==> src/rtl/vga_timing_gen.sv <==
// rtl/vga_timing_gen.sv - 640x480@60 VGA raster timing from a 50 MHz clock with a 25 MHz pixel enable.
// Optional frame counter enabled by defining VGA_TIMING_FRAME_CNT_EN.
module vga_timing_gen #(
  parameter int H_ACTIVE = 640,
  parameter int H_FP     = 16,
  parameter int H_SYNC   = 96,
  parameter int H_BP     = 48,
  parameter int V_ACTIVE = 480,
  parameter int V_FP     = 10,
  parameter int V_SYNC   = 2,
  parameter int V_BP     = 33
) (
  input  logic        Clk,
  input  logic        Reset,
  output logic        hs,
  output logic        vs,
  output logic        blank_n,
  output logic [9:0]  DrawX,
  output logic [9:0]  DrawY,
  output logic        frame_clk,
  output logic        frame_start,
  output logic        pix_en,
  output logic [15:0] frame_count
);

  localparam int H_TOTAL = H_ACTIVE + H_FP + H_SYNC + H_BP;
  localparam int V_TOTAL = V_ACTIVE + V_FP + V_SYNC + V_BP;

  // Counters are 10 bits wide, so neither total may exceed 1024.
  generate
    if ((H_TOTAL > 1024) || (V_TOTAL > 1024)) begin : g_bad_cfg
      $error("vga_timing_gen: H_TOTAL and V_TOTAL must both be <= 1024");
    end
  endgenerate

  localparam logic [9:0] H_LAST     = 10'(H_TOTAL - 1);
  localparam logic [9:0] V_LAST     = 10'(V_TOTAL - 1);
  localparam logic [9:0] H_VIS      = 10'(H_ACTIVE);
  localparam logic [9:0] V_VIS      = 10'(V_ACTIVE);
  localparam logic [9:0] HS_START   = 10'(H_ACTIVE + H_FP);
  localparam logic [9:0] HS_END     = 10'(H_ACTIVE + H_FP + H_SYNC);
  localparam logic [9:0] VS_START   = 10'(V_ACTIVE + V_FP);
  localparam logic [9:0] VS_END     = 10'(V_ACTIVE + V_FP + V_SYNC);

  logic [9:0] h;
  logic [9:0] v;
  logic       h_wrap;
  logic       frame_wrap;

  always_comb begin
    h_wrap     = (h == H_LAST);
    frame_wrap = pix_en && h_wrap && (v == V_LAST);
  end

  always_ff @(posedge Clk) begin
    if (Reset) begin
      pix_en <= 1'b0;
      h      <= 10'd0;
      v      <= 10'd0;
    end else begin
      pix_en <= ~pix_en;
      if (pix_en) begin
        if (h_wrap) begin
          h <= 10'd0;
          v <= (v == V_LAST) ? 10'd0 : v + 10'd1;
        end else begin
          h <= h + 10'd1;
        end
      end
    end
  end

  // Registered from pre-edge counter values: one Clk behind h/v.
  always_ff @(posedge Clk) begin
    if (Reset) begin
      DrawX       <= 10'd0;
      DrawY       <= 10'd0;
      hs          <= 1'b1;
      vs          <= 1'b1;
      blank_n     <= 1'b0;
      frame_start <= 1'b0;
    end else begin
      DrawX       <= h;
      DrawY       <= v;
      hs          <= !((h >= HS_START) && (h < HS_END));
      vs          <= !((v >= VS_START) && (v < VS_END));
      blank_n     <= (h < H_VIS) && (v < V_VIS);
      frame_start <= frame_wrap;
    end
  end

  assign frame_clk = vs;

`ifdef VGA_TIMING_FRAME_CNT_EN
  logic [15:0] frame_cnt_q;

  always_ff @(posedge Clk) begin
    if (Reset) begin
      frame_cnt_q <= 16'd0;
    end else if (frame_start) begin
      frame_cnt_q <= frame_cnt_q + 16'd1;
    end
  end

  assign frame_count = frame_cnt_q;
`else
  assign frame_count = 16'd0;
`endif

endmodule

==> config.mk <==
export PLATFORM = sky130hd
export DESIGN_NAME = vga_timing_gen
export DESIGN_NICKNAME = d
export VERILOG_FILES = /design/src/rtl/vga_timing_gen.sv
export SDC_FILE = /design/constraint.sdc
export NUM_CORES = 1
export LEC_CHECK = 0
export CORE_ASPECT_RATIO = 0.7
export CORE_UTILIZATION = 53
export CTS_CLUSTER_DIAMETER = 50
export DETAILED_ROUTE_END_ITERATION = 16
export PLACE_DENSITY = 0.84
export SYNTH_ARGS = -nofsm -noshare
export SYNTH_HDL_FRONTEND = slang
export SYNTH_SLANG_ARGS = --single-unit
==> constraint.sdc <==
create_clock -name Clk -period 3.5 [get_ports Clk]
set_input_delay 0.525 -clock Clk [delete_from_list [all_inputs] [get_ports Clk]]
set_output_delay 0.525 -clock Clk [all_outputs]
set_load 0.02 [all_outputs]
== Word level (Yosys, flattened, before mapping) ==
Cells that the tools add are included.
Word-level totals
  register bits: 45
  output and inout bits: 42
Cells by class
  add/sub/neg operators: 2
  $lt $le $gt $ge: 6
  equal/unequal tests: 2
  multiplexer cells: 2
  bitwise operators: 1
  reduce and logical (&&, ||, !) cells: 8
Operator list (number)
  adder 10 x 1 -> 10 bit, second input constant: 2
  equality test 10 bit, second input constant: 2
  less-than comparator 10 bit, second input constant: 2
  less-than comparator 10 x 9 -> 1 bit, second input constant: 2
  two-way mux 10 bit: 2
  greater-or-equal comparator 10 bit, second input constant: 1
  greater-or-equal comparator 10 x 9 -> 1 bit, second input constant: 1
  logical AND 1 bit: 5
  logical NOT 1 bit: 2
  AND reduction 2 bit: 1
  inverter 1 bit: 1

== Longest topological paths before layout ==
  depth after elaboration: 3
  gate-level depth with buffers: 6
  depth with buffers taken out: 6

== Worst setup path before layout ==
Ideal clock, no wire load.
  path type: flip-flop to flip-flop
  from: register pix_en
  to: register v[4]
  library setup time: 0.067 ns
  arrival time: 1.869 ns
  setup slack: 1.563 ns
  stages on the path, launching flop included: 7
  buffers on the path: 2
  period minus slack after synthesis: 1.937 ns
  path through: dfxtp_1 clkbuf_1 nand3_1 or3_1 clkbuf_2 or3_1 a21oi_2
On the way
  longest elaborated chain between the ends: 1
RTL lines
  from (decl): RTL line 22  | output logic pix_en,
  from (signal assigned): RTL line 61  | pix_en <= ~pix_en;
  AND reduction 2 bit (no source line)
  to (signal assigned): RTL line 65  | v <= (v == V_LAST) ? 10'd0 : v + 10'd1;
  to (decl): RTL line 46  | logic [9:0] v;
No other way between the ends.
A chain may end at the register's enable or synchronous reset.

== Worst setup path in the final report ==
  from: register h[0]
  to: register v[6]
On the way
  longest elaborated chain between the ends: 2
RTL lines
  from (decl): RTL line 45  | logic [9:0] h;
  from (signal assigned): RTL line 67  | h <= h + 10'd1;
  equality test 10 bit: RTL line 51  | h_wrap = (h == H_LAST);
  AND reduction 2 bit (no source line)
No other way between the ends.

==> results.sh <==
export IMPL_dp_hpwl_mm=2.323
export IMPL_worstHoldPathCells=1
export IMPL_critPathRequiredTime_ns=3.67
export IMPL_synth_ff_type="dfxtp_1"
export IMPL_grt_max_degree=20
export IMPL_drv_cap=0
export IMPL_fin_crit_sh_pct=60.32
export IMPL_clk_pin_slew_ns=0.09
export IMPL_skew_ns=0.005457
export IMPL_final_cell_area_sq_um=2195
export IMPL_synth_top_area_share_pct=47.65
export IMPL_p_leak_nw=0.7707
export IMPL_grt_pass1_vias=1037
export IMPL_arrival_ns=2.28
export IMPL_power_uw=881.2
export IMPL_postCtsHoldBufs=0
export IMPL_slew_viol_final=0
export IMPL_post_cts_buffers=0
export IMPL_cts_tree="done"
export IMPL_fin_crit_ns=2.111
export IMPL_path_delay_family="simple AND/OR/NAND/NOR gates"
export IMPL_rr_endpoint="v[6]"
export IMPL_yosysUniqueCellTypes=39
export IMPL_syn_to_final_growth_pct=16.08
export IMPL_place_area_sq_um=2105
export IMPL_wl_per_cell_um=11.85
export IMPL_synth_area_leaders="dfxtp_1 48%, buf_4 6.8%, nor2_1 4.8%"
export IMPL_r2r_start="h[0]"
export IMPL_p_sw_share_pct=24.10
export IMPL_crit_path_max_incr_delay_ns=0.56
export IMPL_reg2reg_depth=5
export IMPL_vias=1368
export IMPL_dp_cells=265
export IMPL_ys_seq_area_share_pct=47.65
export IMPL_die_area_sq_um=3814
export IMPL_synth_most_common_cell="dfxtp_1"
export IMPL_start_kind="flip-flop"
export IMPL_antenna_found_initial=0
export IMPL_grt_first_pass_wirelength_mm=5.237
export IMPL_die_x_um=73.39
export IMPL_cts_resized=0
export IMPL_synth_common_cells="45 x dfxtp_1, 24 x nor2_1, 17 x buf_4, 14 x nor2b_1, 10 x nand2_1"
export IMPL_start_util_pct=57.72
export IMPL_yosysWarningCount=0
export IMPL_hp_class="reg2reg"
export IMPL_tightestPinTransition_ns=0.6897
export IMPL_place_ws_ns=1.381
export IMPL_fill_cells=295
export IMPL_synth_edf_count=0
export IMPL_p_per_area_nw_per_um2=401.5
export IMPL_ctsLongestPathBuffers=2
export IMPL_vdd_drop_max_uv=332.2
export IMPL_clock_sinks=45
export IMPL_nets=232
export IMPL_setup_slack_ns=1.389
export IMPL_cts_inserted_buffers=5
export IMPL_regArea_sq_um=900.9
export IMPL_hold_viol=0
export IMPL_synthCells=203
export IMPL_drc_errors=0
export IMPL_power_switching_uw=212.4
export IMPL_gp_congestion=0.8981
export IMPL_dr_pass1_iters=4
export IMPL_power_frac_comb_pct=4.8
export IMPL_setup_viol=0
export IMPL_p_int_uw=668.8
export IMPL_portBuffers=27
export IMPL_ys_async_sr_fraction_pct=0
export IMPL_rrSetupSlack_ns=1.39
export IMPL_multi_input_area_sq_um=840.8
export IMPL_detail_route_antenna_nets=0
export IMPL_critPathKind="reg2reg"
export IMPL_crit_path_cell_trace="ha_1 -> nand3_1 -> or3_1 -> o21bai_1 -> nor2_1"
export IMPL_cp_depth=5
export IMPL_whs_ns=0.4882
export IMPL_cp_slowest_cell="or3_1"
export IMPL_pwr_share_seq_pct=59.1
export IMPL_wl_mm=3.235
export IMPL_antennaDiodeCount=0
export IMPL_grt_total_usage_pct=18.86
export IMPL_p_clk_share_pct=36.1
export IMPL_final_cells=273
export IMPL_cts_root_buf="clkbuf_8"
export IMPL_cp_end_kind="flip-flop"
export IMPL_finalSetupTns_ns=0
export IMPL_avgSynthCellArea_sq_um=9.313
export IMPL_core_sq_um=3276
export IMPL_worst_path_max_fanout=8
export IMPL_clk_latency_ns=0.29
export IMPL_dieHeight_um=51.97
export IMPL_synth_largest_area_cell="dfxtp_1"
export IMPL_ys_ff_latch=45
export IMPL_mappedNetlistArea_sq_um=1891
export IMPL_cp_num_buf_inv=0
export IMPL_fin_util_pct=67.00
export IMPL_whs_endpoint="hs"
export IMPL_layout_drive_gt1_share_pct=5.752
export IMPL_overflow=0
export IMPL_initialDrtViolationCount=77
export IMPL_status="finished, final reports clean"
export IMPL_fmax_mhz=473.7
export IMPL_min_from="h[9]"
export IMPL_std_cell_rows=17
export IMPL_via_per_inst=5.011
export IMPL_io_pins=44
export IMPL_htree_levels=2
export IMPL_relSlewSlack_pct=53.88
export IMPL_rsz0062_at_grt="no"
## worst reg2reg max path: cells and delay by family, from the launching register on
family	cells	cell delay [ns]
compound gates	1	0.50
flops	1	0.39
simple gates	3	0.86
fa+ha+maj	1	0.25
## layout make-up
class | count | share of cell area, %
Sequential cell | 45 | 41.05
Multi-Input combinational cell | 138 | 38.31
Timing Repair Buffer | 28 | 12.66
Clock buffer | 5 | 3.136
Tap cell | 47 | 2.680
Inverter | 7 | 1.197
Clock inverter | 3 | 0.9692
## worst max-delay path by stage
stage                     startpoint      end  slack [ns]
after floorplan               pix_en     v[4]        1.56
after global placement         Reset  blank_n        1.41
after detailed placement       Reset  blank_n        1.38
after CTS                       h[0]     v[6]        1.39
after global routing            h[0]     v[2]        1.20
final                           h[0]     v[6]        1.39
## per-layer routing
metal | global-route usage [%] | part of all wire (%) | up-vias
met2 | 23.46 | 38 | 53
met4 | 7.692 | 0.99 | 0
met1 | 29.30 | 53 | 622
li1 | - | - | 689
met5 | 0 | 0 | -
met3 | 5.426 | 7.8 | 4
## placed cells by master, fill, tap and decap left out
cell             Yosys  final
nand4_1              8      8
clkinv_2             0      1
nand4bb_1            1      1
o311ai_0             1      1
conb_1               1     16
nand3b_1             1      1
a21oi_1              5      5
or2b_1               1      1
buf_4               17      1
nor4_4               1      1
or3_1                2      2
o21ai_0              3      3
dfxtp_1             45     45
nand2b_1             1      1
o2111ai_1            1      1
clkinvlp_4           0      1
ha_1                 5      5
clkdlybuf4s50_1      0     27
nor3_1               7      7
nor4bb_1             1      1
nor2_1              24     24
mux2i_1              3      3
xnor2_1              9      9
a21oi_2              1      1
nor4_1               4      4
inv_6                0      1
o21bai_1             1      1
clkbuf_8             0      5
nor3b_1              1      1
xor2_1               4      4
nand3_1              7      7
and3_1               2      2
nor2b_1             14     14
inv_1                7      7
or3b_4               1      1
a2111oi_2            1      1
nand4b_1             1      1
nand2_1             10     10
and4_1               1      1
## power groups by stage
stage               Combinational (mW)  Clock (mW)  Sequential (mW)
floorplan                       0.0436           0            0.534
global placement                0.0418           0            0.533
detailed placement              0.0420           0            0.533
CTS                             0.0424       0.327            0.521
global route                    0.0468       0.350            0.522
finish                          0.0423       0.318            0.521
## cells by family after synthesis
logic type / after synthesis / share of synthesized area (%)
simple gates: 88 / 25.68
flops: 45 / 47.65
buf+inv: 35 / 10.85
compound gates: 13 / 4.699
xor+xnor: 13 / 6.023
fa+ha+maj: 5 / 3.309
mux: 3 / 1.588
other cells: 1 / 0.1984
## sequential cells by signal, summed over array words and instances (netlist names)
| name | flops |
|---|---|
| DrawX | 10 |
| DrawY | 10 |
| blank_n | 1 |
| frame_clk | 1 |
| frame_start | 1 |
| h | 10 |
| hs | 1 |
| pix_en | 1 |
| v | 10 |
Note: power is estimated with default switching activity, not from simulation.
